File: src/rtl/vga_pkg.sv
// rtl/vga_pkg.sv - default 640x480@60 raster timing constants and coordinate type
//
// Shared by the raster counters and the timing generator top. The constants
// are the defaults; the top re-exposes them as overridable parameters.
package vga_pkg;

    localparam int unsigned H_VISIBLE = 640;
    localparam int unsigned H_FP      = 16;
    localparam int unsigned H_SYNC    = 96;
    localparam int unsigned H_BP      = 48;

    localparam int unsigned V_VISIBLE = 480;
    localparam int unsigned V_FP      = 10;
    localparam int unsigned V_SYNC    = 2;
    localparam int unsigned V_BP      = 33;

    localparam int unsigned H_TOTAL = H_VISIBLE + H_FP + H_SYNC + H_BP;
    localparam int unsigned V_TOTAL = V_VISIBLE + V_FP + V_SYNC + V_BP;

    localparam int unsigned COORD_W = 10;

    typedef logic [COORD_W-1:0] coord_t;

endpackage

File: src/rtl/vga_counter.sv
// rtl/vga_counter.sv - mod-N raster counter with enable and terminal-count flag
//
// Ports:
//   clk_vga    in   pixel clock
//   rst        in   synchronous active-high reset, clears count
//   en         in   advance the count this cycle
//   count      out  registered count, 0 .. N-1
//   count_next out  value count takes at the next edge (ignores rst)
//   tc         out  count == N-1 (independent of en)
module vga_counter
    import vga_pkg::*;
#(
    parameter int unsigned N = 800
) (
    input  logic   clk_vga,
    input  logic   rst,
    input  logic   en,
    output coord_t count,
    output coord_t count_next,
    output logic   tc
);

    localparam coord_t LAST = coord_t'(N - 1);
    localparam coord_t ONE  = coord_t'(1);

    assign tc = (count == LAST);

    always_comb begin
        count_next = count;
        if (en) begin
            count_next = tc ? '0 : count + ONE;
        end
    end

    always_ff @(posedge clk_vga) begin
        if (rst) begin
            count <= '0;
        end else begin
            count <= count_next;
        end
    end

endmodule

File: src/rtl/vga_timing_gen.sv
// rtl/vga_timing_gen.sv - free-running VGA raster timing generator
//
// Ports:
//   clk_vga     in   pixel clock, one pixel per clock
//   rst         in   synchronous active-high reset
//   HS, VS      out  horizontal / vertical sync, SYNC_ACTIVE during the pulse
//   pixel_x     out  current column, 0 .. H_TOTAL-1
//   pixel_y     out  current row, 0 .. V_TOTAL-1
//   blank       out  coordinate is outside the visible area
//   last_column out  pixel_x == H_VISIBLE-1
//   last_row    out  pixel_y == V_VISIBLE-1
//   frame_start out  one-cycle pulse at (0,0) after a completed frame
//   frame_count out  completed frames, wraps at 2^16
//   blink       out  toggles every BLINK_FRAMES frames
//
// Every decoded output is registered from the counters' next-state values,
// so it lands on the same edge as the coordinate it describes.
module vga_timing_gen
    import vga_pkg::*;
#(
    parameter int unsigned H_VISIBLE    = vga_pkg::H_VISIBLE,
    parameter int unsigned H_FP         = vga_pkg::H_FP,
    parameter int unsigned H_SYNC       = vga_pkg::H_SYNC,
    parameter int unsigned H_BP         = vga_pkg::H_BP,
    parameter int unsigned V_VISIBLE    = vga_pkg::V_VISIBLE,
    parameter int unsigned V_FP         = vga_pkg::V_FP,
    parameter int unsigned V_SYNC       = vga_pkg::V_SYNC,
    parameter int unsigned V_BP         = vga_pkg::V_BP,
    parameter logic        SYNC_ACTIVE  = 1'b0,
    parameter int unsigned BLINK_FRAMES = 30
) (
    input  logic        clk_vga,
    input  logic        rst,
    output logic        HS,
    output logic        VS,
    output coord_t      pixel_x,
    output coord_t      pixel_y,
    output logic        blank,
    output logic        last_column,
    output logic        last_row,
    output logic        frame_start,
    output logic [15:0] frame_count,
    output logic        blink
);

    localparam int unsigned LINE_CLOCKS = H_VISIBLE + H_FP + H_SYNC + H_BP;
    localparam int unsigned FRAME_LINES = V_VISIBLE + V_FP + V_SYNC + V_BP;

    generate
        if (LINE_CLOCKS > 1024 || FRAME_LINES > 1024 ||
            H_VISIBLE < 1 || H_FP < 1 || H_SYNC < 1 || H_BP < 1 ||
            V_VISIBLE < 1 || V_FP < 1 || V_SYNC < 1 || V_BP < 1 ||
            BLINK_FRAMES < 1) begin : g_bad_params
            $error("vga_timing_gen: illegal timing parameters");
        end
    endgenerate

    localparam coord_t HS_ON  = coord_t'(H_VISIBLE + H_FP);
    localparam coord_t HS_OFF = coord_t'(H_VISIBLE + H_FP + H_SYNC);
    localparam coord_t VS_ON  = coord_t'(V_VISIBLE + V_FP);
    localparam coord_t VS_OFF = coord_t'(V_VISIBLE + V_FP + V_SYNC);
    localparam coord_t H_VIS  = coord_t'(H_VISIBLE);
    localparam coord_t V_VIS  = coord_t'(V_VISIBLE);
    localparam coord_t H_LAST = coord_t'(H_VISIBLE - 1);
    localparam coord_t V_LAST = coord_t'(V_VISIBLE - 1);

    localparam int DIV_W = (BLINK_FRAMES > 1) ? $clog2(BLINK_FRAMES) : 1;
    typedef logic [DIV_W-1:0] div_t;
    localparam div_t DIV_LAST = div_t'(BLINK_FRAMES - 1);
    localparam div_t DIV_ONE  = div_t'(1);

    coord_t x_next;
    coord_t y_next;
    logic   h_tc;
    logic   v_tc;
    logic   frame_wrap;
    div_t   blink_div;

    vga_counter #(.N(LINE_CLOCKS)) u_h_counter (
        .clk_vga    (clk_vga),
        .rst        (rst),
        .en         (1'b1),
        .count      (pixel_x),
        .count_next (x_next),
        .tc         (h_tc)
    );

    vga_counter #(.N(FRAME_LINES)) u_v_counter (
        .clk_vga    (clk_vga),
        .rst        (rst),
        .en         (h_tc),
        .count      (pixel_y),
        .count_next (y_next),
        .tc         (v_tc)
    );

    // Last pixel of the last line: the next edge returns the raster to (0,0).
    assign frame_wrap = h_tc & v_tc;

    always_ff @(posedge clk_vga) begin
        if (rst) begin
            HS          <= ~SYNC_ACTIVE;
            VS          <= ~SYNC_ACTIVE;
            blank       <= 1'b0;
            last_column <= 1'b0;
            last_row    <= 1'b0;
            frame_start <= 1'b0;
            frame_count <= '0;
            blink_div   <= '0;
            blink       <= 1'b0;
        end else begin
            HS          <= (x_next >= HS_ON && x_next < HS_OFF) ? SYNC_ACTIVE : ~SYNC_ACTIVE;
            VS          <= (y_next >= VS_ON && y_next < VS_OFF) ? SYNC_ACTIVE : ~SYNC_ACTIVE;
            blank       <= (x_next >= H_VIS) || (y_next >= V_VIS);
            last_column <= (x_next == H_LAST);
            last_row    <= (y_next == V_LAST);
            frame_start <= frame_wrap;
            if (frame_wrap) begin
                frame_count <= frame_count + 16'd1;
                if (blink_div == DIV_LAST) begin
                    blink_div <= '0;
                    blink     <= ~blink;
                end else begin
                    blink_div <= blink_div + DIV_ONE;
                end
            end
        end
    end

endmodule

File: config.mk
export PLATFORM = sky130hd
export DESIGN_NAME = vga_timing_gen
export DESIGN_NICKNAME = d
export VERILOG_FILES = /design/src/rtl/vga_pkg.sv /design/src/rtl/vga_counter.sv /design/src/rtl/vga_timing_gen.sv
export SDC_FILE = /design/constraint.sdc
export NUM_CORES = 1
export LEC_CHECK = 0
export BUFFER_PORTS_ARGS = -buffer_cell sky130_fd_sc_hd__buf_2
export CORE_MARGIN = 4
export CORE_UTILIZATION = 42
export DETAILED_ROUTE_END_ITERATION = 10
export GPL_TIMING_DRIVEN = 0
export PLACE_DENSITY = 0.67
export SKIP_CTS_REPAIR_TIMING = 1
export SLEW_MARGIN = 15
export SYNTH_ARGS = -nofsm -noshare
export SYNTH_HDL_FRONTEND = slang
export SYNTH_SLANG_ARGS = --single-unit
File: constraint.sdc
create_clock -name clk_vga -period 2.5 [get_ports clk_vga]
set_input_delay 0.375 -clock clk_vga [delete_from_list [all_inputs] [get_ports clk_vga]]
set_output_delay 0.375 -clock clk_vga [all_outputs]
set_load 0.005 [all_outputs]
After elaboration in Yosys (flattened, before gate mapping)
Index checks and enable logic that the tools add are counted.
{ "classes": {"n_addsub": 4, "n_lt_le_gt_ge": 6, "n_eq_ne": 5, "muxes": 6, "n_bitwise": 2, "n_reduce_logical": 4} }
{ "op_table": {"columns": ["cell", "n"], "rows": [
  ["equality test 10 bit (second input constant)", 3],
  ["2-to-1 mux 10 bit", 3],
  ["adder 10 x 1 -> 10 bit (second input constant)", 2],
  ["greater-or-equal comparator 10 bit (second input constant)", 2],
  ["greater-or-equal comparator 10 x 9 -> 1 bit (second input constant)", 2],
  ["adder 16 x 1 -> 16 bit (second input constant)", 1],
  ["equality test 10 x 9 -> 1 bit (second input constant)", 1],
  ["< comparator 10 bit (second input constant)", 1],
  ["< comparator 10 x 9 -> 1 bit (second input constant)", 1],
  ["adder 5 x 1 -> 5 bit (second input constant)", 1],
  ["equality test 5 bit (second input constant)", 1],
  ["2-to-1 mux 5 bit", 1],
  ["logical AND 1 bit", 2],
  ["2-to-1 mux 1 bit", 2],
  ["AND reduction 2 bit", 1],
  ["bitwise AND 1 bit", 1],
  ["logical OR 1 bit", 1],
  ["inverter 1 bit", 1]
]} }
{ "totals": {"reg_bits": 48, "in_bits": 2, "output_inout_bits": 43, "word_cells": 38} }

Logic depth before layout (Yosys ltp)
Gate-level depths: netlist of the first run.
{ "logic_depth": {"word_depth": 6, "mapped_depth": 10, "ltp_nobuf": 8} }

Modules after synthesis
From an unflattened synthesis of the first run, not the netlist that was laid out.
{ "hier_totals": {"hier_cells": 268, "hier_area_um2": 2452.4} }
{ "by_module_without_submodules": {"columns": ["module", "instances", "cells_each", "area_per_inst_um2", "seq_area_each_um2"], "rows": [
  ["vga_timing_gen", 1, 142, 1311.3, 560.5],
  ["vga_counter at u_v_counter", 1, 65, 603.1, 200.2],
  ["vga_counter at u_h_counter", 1, 61, 538.0, 200.2]
]} }

Worst setup path before layout of the first run
No wires, ideal clock.
{ "synth_timing": {"path_kind": "flip-flop to flip-flop", "from": "reg u_h_counter.count[0]", "to": "reg last_row", "setup_ps": 61, "arrival_ps": 2104, "required_time_ps": 2439, "setup_slack_ps": 335, "stages_incl_launch_ff": 9, "path_buffers": 1, "synth_period_minus_slack_ps": 2165, "cell_sequence": "dfxtp_1 -> ha_1 -> and4_1 -> buf_2 -> nand3_2 -> or4_4 -> a21oi_2 -> nor4b_4 -> and4bb_1"} }
{ "synth_via": {"elab_chain_len": 3} }
{ "synth_lines": {"columns": ["item", "line", "source"], "rows": [
  ["from (decl)", "vga_counter.sv:18", "output coord_t count,"],
  ["from (signal assigned)", "vga_counter.sv:39", "count <= count_next;"],
  ["equality test 10 bit", "vga_counter.sv:26", "assign tc = (count == LAST);"],
  ["2-to-1 mux 10 bit", "vga_counter.sv:30", "if (en) begin"],
  ["equality test 10 x 9 -> 1 bit", "vga_timing_gen.sv:116", "last_row <= (y_next == V_LAST);"],
  ["to (signal assigned)", "vga_timing_gen.sv:116", null],
  ["to (decl)", "vga_timing_gen.sv:40", "output logic last_row,"]
]} }
Every way passes these cells.
A chain may end at the register's enable or synchronous reset.

Worst setup path in the final report of the first run
{ "layout_timing": {"from": "reg u_v_counter.count[1]", "to": "reg last_row"} }
{ "layout_via": {"elab_chain_len": 4, "word_cells_on_any_way": 5, "classes_between": "1 x add/sub; 2 x eq/ne; 2 x mux"} }
{ "layout_lines": {"columns": ["item", "line", "source"], "rows": [
  ["from (decl)", "vga_counter.sv:18", null],
  ["from (signal assigned)", "vga_counter.sv:39", null],
  ["adder 10 x 1 -> 10 bit or equality test 10 bit (tied branches)", "vga_counter.sv:31, vga_counter.sv:26", null],
  ["2-to-1 mux 10 bit", "vga_counter.sv:31", "count_next = tc ? '0 : count + ONE;"],
  ["2-to-1 mux 10 bit (*)", "vga_counter.sv:30", null],
  ["equality test 10 x 9 -> 1 bit (*)", "vga_timing_gen.sv:116", null]
]} }
Mark *: on every way between the ends. The rest lies on a longest branch, timed or not.

==> impl_metrics.env, run 1 <==
export IMPL_outcome="finished, final reports clean"
export IMPL_grt_total_usage_pct=16.0
export IMPL_top_layer="met4"
export IMPL_synth_top_area_cell="dfxtp_1"
export IMPL_nets=347
export IMPL_clk_pin_slew_ps=80
export IMPL_period_needed_ps=2310
export IMPL_wl_met2_um=2520
export IMPL_min_to="u_h_counter.count[0]"
export IMPL_io_pins=45
export IMPL_cts_root_buffer="clkbuf_8"
export IMPL_fmax_ghz=0.433
export IMPL_grt_start_max_net_pins=14
export IMPL_dieHeight_um=84.4
export IMPL_layout_commonest_cell="buf_2"
export IMPL_gp_congestion=0.863
export IMPL_clkSinkCount=48
export IMPL_ys_types=48
export IMPL_yosysTopAreaCellShare_pct=39.2
export IMPL_synthesis_area_um2=2450
export IMPL_drv_slew=0
export IMPL_start_util_pct=44.0
export IMPL_crit_start="u_v_counter.count[1]"
export IMPL_vias=2232
export IMPL_area_growth_syn_to_layout_pct=18.6
export IMPL_rsz0062_at_grt="false"
export IMPL_cap_violations=0
export IMPL_grt_pass1_wl_um=9530
export IMPL_rows=27
export IMPL_async_flop_share_pct=0
export IMPL_route_met3_wl_um=342
export IMPL_drtPass1Iterations=4
export IMPL_synth_main_ff_cell="dfxtp_1"
export IMPL_dp_hpwl_um=4080
export IMPL_drtIter0Drc=191
export IMPL_syn_nets=298
export IMPL_avgSynthCellArea_um2=8.48
export IMPL_cts_tree="done"
export IMPL_grt_pass1_vias=1984
export IMPL_worstSetupPathType="flop to flop"
export IMPL_final_antenna_net_count=0
export IMPL_dieArea_um2=7120
export IMPL_cp_start_kind="flop"
export IMPL_holdWs_ps=480
export IMPL_p_leak_nw=1.15
export IMPL_layout_drive_gt1_share_pct=22.5
export IMPL_clk_insertion_delay_late_ps=300
export IMPL_wl_met1_um=2750
export IMPL_synth_seq_cells=48
export IMPL_synth_edf_count=0
export IMPL_gr_total_overflow=0
export IMPL_hold_depth=1
export IMPL_r2r_cells=7
export IMPL_core_area_um2=5570
export IMPL_ys_seq_area_share_pct=39.2
export IMPL_fin_skew_ps=6.15
export IMPL_power_mw=1.30
export IMPL_max_slew_worst_pin_slew_ps=617
export IMPL_r2r_start="u_v_counter.count[1]"
export IMPL_hold_viol=0
export IMPL_arrival_ps=2560
export IMPL_r2r_end="last_row"
export IMPL_antenna_found_initial=0
export IMPL_h_tree_depth=2
export IMPL_wirelength_um=5680
export IMPL_cp_max_fo=8
export IMPL_max_slew_margin_pct=58.8
export IMPL_syn_inst=289
export IMPL_drc=0
export IMPL_crit_path_end_kind="flop"
export IMPL_synth_top_cells_by_area="dfxtp_1, nor2_1, xor2_1"
export IMPL_setup_viol_count_final=0
export IMPL_die_width_um=84.4
export IMPL_required_ps=2750
export IMPL_routedWlPerCell_um=13.8
export IMPL_power_density_nw_per_um2=448
export IMPL_nFillCells=549
export IMPL_clk_path_buf_depth=2
export IMPL_yosysWarnings=0
export IMPL_numCtsBuffers=5
export IMPL_setup_tns_final_ps=0
export IMPL_min_from="u_h_counter.count[0]"
export IMPL_diodes=0
export IMPL_hp_class="flop to flop"
export IMPL_reg2reg_slack_ps=190
export IMPL_viasPerCell=5.44
export IMPL_fin_crit_sh_pct=92.3
export IMPL_ir_drop_uv=283
export IMPL_port_buffers=43
export IMPL_layout_common_cells="buf_2, dfxtp_1, nor2_1"
how the worst max path moves through the flow:
stage / end / slack [ps] / cells past startpoint
after floorplan: last_row / 330 / 8
after global placement: frame_count[11] / -230 / 9
after detailed placement: frame_count[13] / -180 / 9
after CTS: frame_count[7] / -210 / 9
after global routing: last_row / 20 / 8
final: last_row / 190 / 7
critical path: stages, from the launching register on:
cell and delay (ps):
dfxtp_1 470, ha_1 200, clkbuf_1 280, nand2_1 160, or4_4 500, a21oi_2 190, nor4b_4 240, and4bb_1 210
Yosys cell counts (all sizes together) (3+ instances only):
library cell  number
nand2             23
nor3              15
nor2b              5
nand3             13
nor4               4
inv                6
o21ai             10
ha                 7
and4               5
buf                9
nor2              32
nor3b              4
a21oi             17
or3                5
nand4             12
clkbuf            12
a31oi              3
nor4b              3
and3               8
xnor2             12
xor2              13
dfxtp             48
cell families (layout without fill, tap and decap cells):
group | Yosys count | after routing | synth area share (%)
simple gates | 138 | 138 | 32.0
mux | 2 | 2 | 0.817
xor+xnor | 25 | 25 | 8.93
compound gates | 42 | 42 | 10.6
fa+ha+maj | 7 | 7 | 3.57
flops | 48 | 48 | 39.2
buf+inv | 27 | 76 | 4.90
power by group:
group	total [mW]	switching (mW)	internal, mW
Combinational	0.0288	0.0199	0.00894
Sequential	0.774	0.00558	0.769
Clock	0.500	0.253	0.247
registers in the layout, indices dropped and copies added, names as in the netlist:
| signal | cells |
|---|---|
| u_h_counter.count | 10 |
| frame_count | 16 |
| VS | 1 |
| HS | 1 |
| u_v_counter.count | 10 |
| blink | 1 |
| last_row | 1 |
| last_column | 1 |
| blink_div | 5 |
| frame_start | 1 |
| blank | 1 |
routing by layer:
metal  GRT usage, %  vias up
met4           3.45        0
met1           22.3     1034
met3           3.63        5
met2           25.4       65
li1               -     1128
met5              0        -
through the flow:
stage                     area, µm²  setup slack (ps)  utilization [%]  instances
after detailed placement       2760              -184             49.5        404
after global routing           2910              22.4             52.1        410
after floorplan                2450               335                -        289
final                          2910               191             52.1        410
after global placement         2760              -234             49.5        404
after CTS                      2850              -214             51.2        411
area by class of cell:
class | count | area (µm²) | area share, %
Tap cell | 72 | 90.1 | 3.10
Buffer | 20 | 100 | 3.44
Inverter | 6 | 22.5 | 0.775
Clock buffer | 7 | 96.3 | 3.31
Sequential cell | 48 | 963 | 33.1
Timing Repair Buffer | 43 | 215 | 7.40
Multi-Input combinational cell | 214 | 1420 | 48.8
Note: power is estimated with default switching activity, not from simulation.
==> run 2, diff against run 1 <==
--- a/config.mk
+++ b/config.mk
@@ -9,7 +9,6 @@
 export CORE_MARGIN = 4
 export CORE_UTILIZATION = 42
 export DETAILED_ROUTE_END_ITERATION = 10
-export GPL_TIMING_DRIVEN = 0
 export PLACE_DENSITY = 0.67
 export SKIP_CTS_REPAIR_TIMING = 1
 export SLEW_MARGIN = 15
==> run 2 against run 1 <==
Against the previous run:
- clock-buffer cell count decreased by 2
- die area unchanged
- setup slack improved by 13 ps
- fmax increased by 0.58%
==> impl_metrics.env, run 2 (same netlist as run 1, synthesis figures left out) <==
export IMPL_outcome="finished, final reports clean"
export IMPL_final_area_um2=2890
export IMPL_multi_input_comb_area_um2=1370
export IMPL_gp_congestion=0.866
export IMPL_top_regs="frame_count (16), u_h_counter.count (10), u_v_counter.count (10)"
export IMPL_drv_slew=0
export IMPL_postPlaceCellArea_um2=2780
export IMPL_layout_cells_non_filler=407
export IMPL_cp_start_kind="flop"
export IMPL_max_slew_worst_pin_slew_ps=471
export IMPL_reg2reg_slack_ps=200
export IMPL_dieArea_um2=7120
export IMPL_arrival_ps=2540
export IMPL_critical_path_buf_inv_count=0
export IMPL_cts_root_buffer="clkbuf_8"
export IMPL_grt_pass1_wl_um=9450
export IMPL_layout_drive_gt1_share_pct=23.0
export IMPL_wirelength_um=5470
export IMPL_vias=2173
export IMPL_max_slew_margin_pct=68.2
export IMPL_holdWs_ps=484
export IMPL_grt_total_usage_pct=15.9
export IMPL_cpPeakStageDelay_ps=530
export IMPL_grt_pass1_vias=2030
export IMPL_setup_ws_ps=205
export IMPL_dieHeight_um=84.4
export IMPL_worstSetupPathType="flop to flop"
export IMPL_nets=343
export IMPL_setup_tns_final_ps=0
export IMPL_pre_cts_slack_ps=168
export IMPL_cp_max_fo=6
export IMPL_fin_crit_sh_pct=91.8
export IMPL_power_density_nw_per_um2=473
export IMPL_p_leak_nw=1.15
export IMPL_setup_viol_count_final=0
export IMPL_largest_reg_flops=16
export IMPL_core_area_um2=5570
export IMPL_h_tree_depth=2
export IMPL_dp_hpwl_um=4020
export IMPL_layout_commonest_cell="dfxtp_1"
export IMPL_die_width_um=84.4
export IMPL_gr_total_overflow=0
export IMPL_antenna_found_initial=0
export IMPL_layout_common_cells="dfxtp_1, buf_2, nor2_1"
export IMPL_clk_insertion_delay_late_ps=300
export IMPL_crit_slowest_cell="or4_4"
export IMPL_cts_tree="done"
export IMPL_drc=0
export IMPL_area_growth_syn_to_layout_pct=18.1
export IMPL_rsz0062_at_grt="false"
export IMPL_diodes=0
export IMPL_path_cells="ha_1 -> and4_2 -> nand3_2 -> or4_4 -> a21oi_2 -> nor4b_4 -> and4bb_1"
export IMPL_regMostFlops="frame_count"
export IMPL_cap_violations=0
export IMPL_hold_viol=0
export IMPL_numCtsBuffers=5
export IMPL_required_ps=2740
export IMPL_drtIter0Drc=109
export IMPL_final_antenna_net_count=0
export IMPL_nFillCells=542
export IMPL_power_mw=1.37
export IMPL_drtPass1Iterations=4
export IMPL_placedCellCount=399
export IMPL_critPathTopFamily="simple AND/OR/NAND/NOR gates"
export IMPL_port_buffers=44
export IMPL_crit_path_end_kind="flop"
export IMPL_fmax_ghz=0.436
export IMPL_grt_start_max_net_pins=23
export IMPL_clkSinkCount=48
export IMPL_hp_class="input port to flop"
export IMPL_period_needed_ps=2300
export IMPL_clk_pin_slew_ps=90
export IMPL_routedWlPerCell_um=13.4
export IMPL_start_util_pct=44.0
export IMPL_io_pins=45
export IMPL_viasPerCell=5.34
export IMPL_fin_skew_ps=9.04
export IMPL_finish_utilization_pct=51.9
export IMPL_rows=27
export IMPL_ir_drop_uv=278
export IMPL_regArea_um2=961
export IMPL_clk_path_buf_depth=2
run 2: cell types whose count changed in the layout (fill, tap and decap cells not counted), sizes merged:
cell,delta
inv,+1
clkbuf,-14
bufinv,+1
clkinvlp,+1
buf,+8
run 2: metal layers:
layer  part of all wire (%)  GRT usage, %  up-vias  wire, µm
met2                     47          26.2       47      2560
li1                       -             -     1121         -
met1                     47          20.7      992      2570
met4                    1.9          4.89        0       104
met3                    4.3          3.43       13       237
met5                      0             0        -         0
run 2: final timing paths:
check	from	endpoint	cells after the start
worst min-delay path	rst	u_h_counter.count[7]	2
worst max-delay path	u_h_counter.count[0]	last_row	7
worst max register to register	u_h_counter.count[0]	last_row	7
worst min register to register	blink_div[4]	blink_div[4]	2
run 2: layout make-up:
class / count / area share, %
flip-flops and latches: 48 / 33.2
clock buffers: 5 / 2.38
well taps: 72 / 3.11
repair buffers: 59 / 11.5
multi-input cells: 214 / 47.4
clock inverters: 3 / 1.60
inverters: 6 / 0.778
run 2: worst reg2reg max path, stage by stage, from the launching register on:
cell and delay, ps:
dfxtp_1 430, ha_1 220, and4_2 310, nand3_2 100, or4_4 530, a21oi_2 180
nor4b_4 260, and4bb_1 220
run 2: where the power goes:
part / switching [mW] / internal (mW) / total [mW]
clock network: 0.267 / 0.301 / 0.569
registers: 0.00556 / 0.768 / 0.774
logic: 0.0172 / 0.00889 / 0.0261
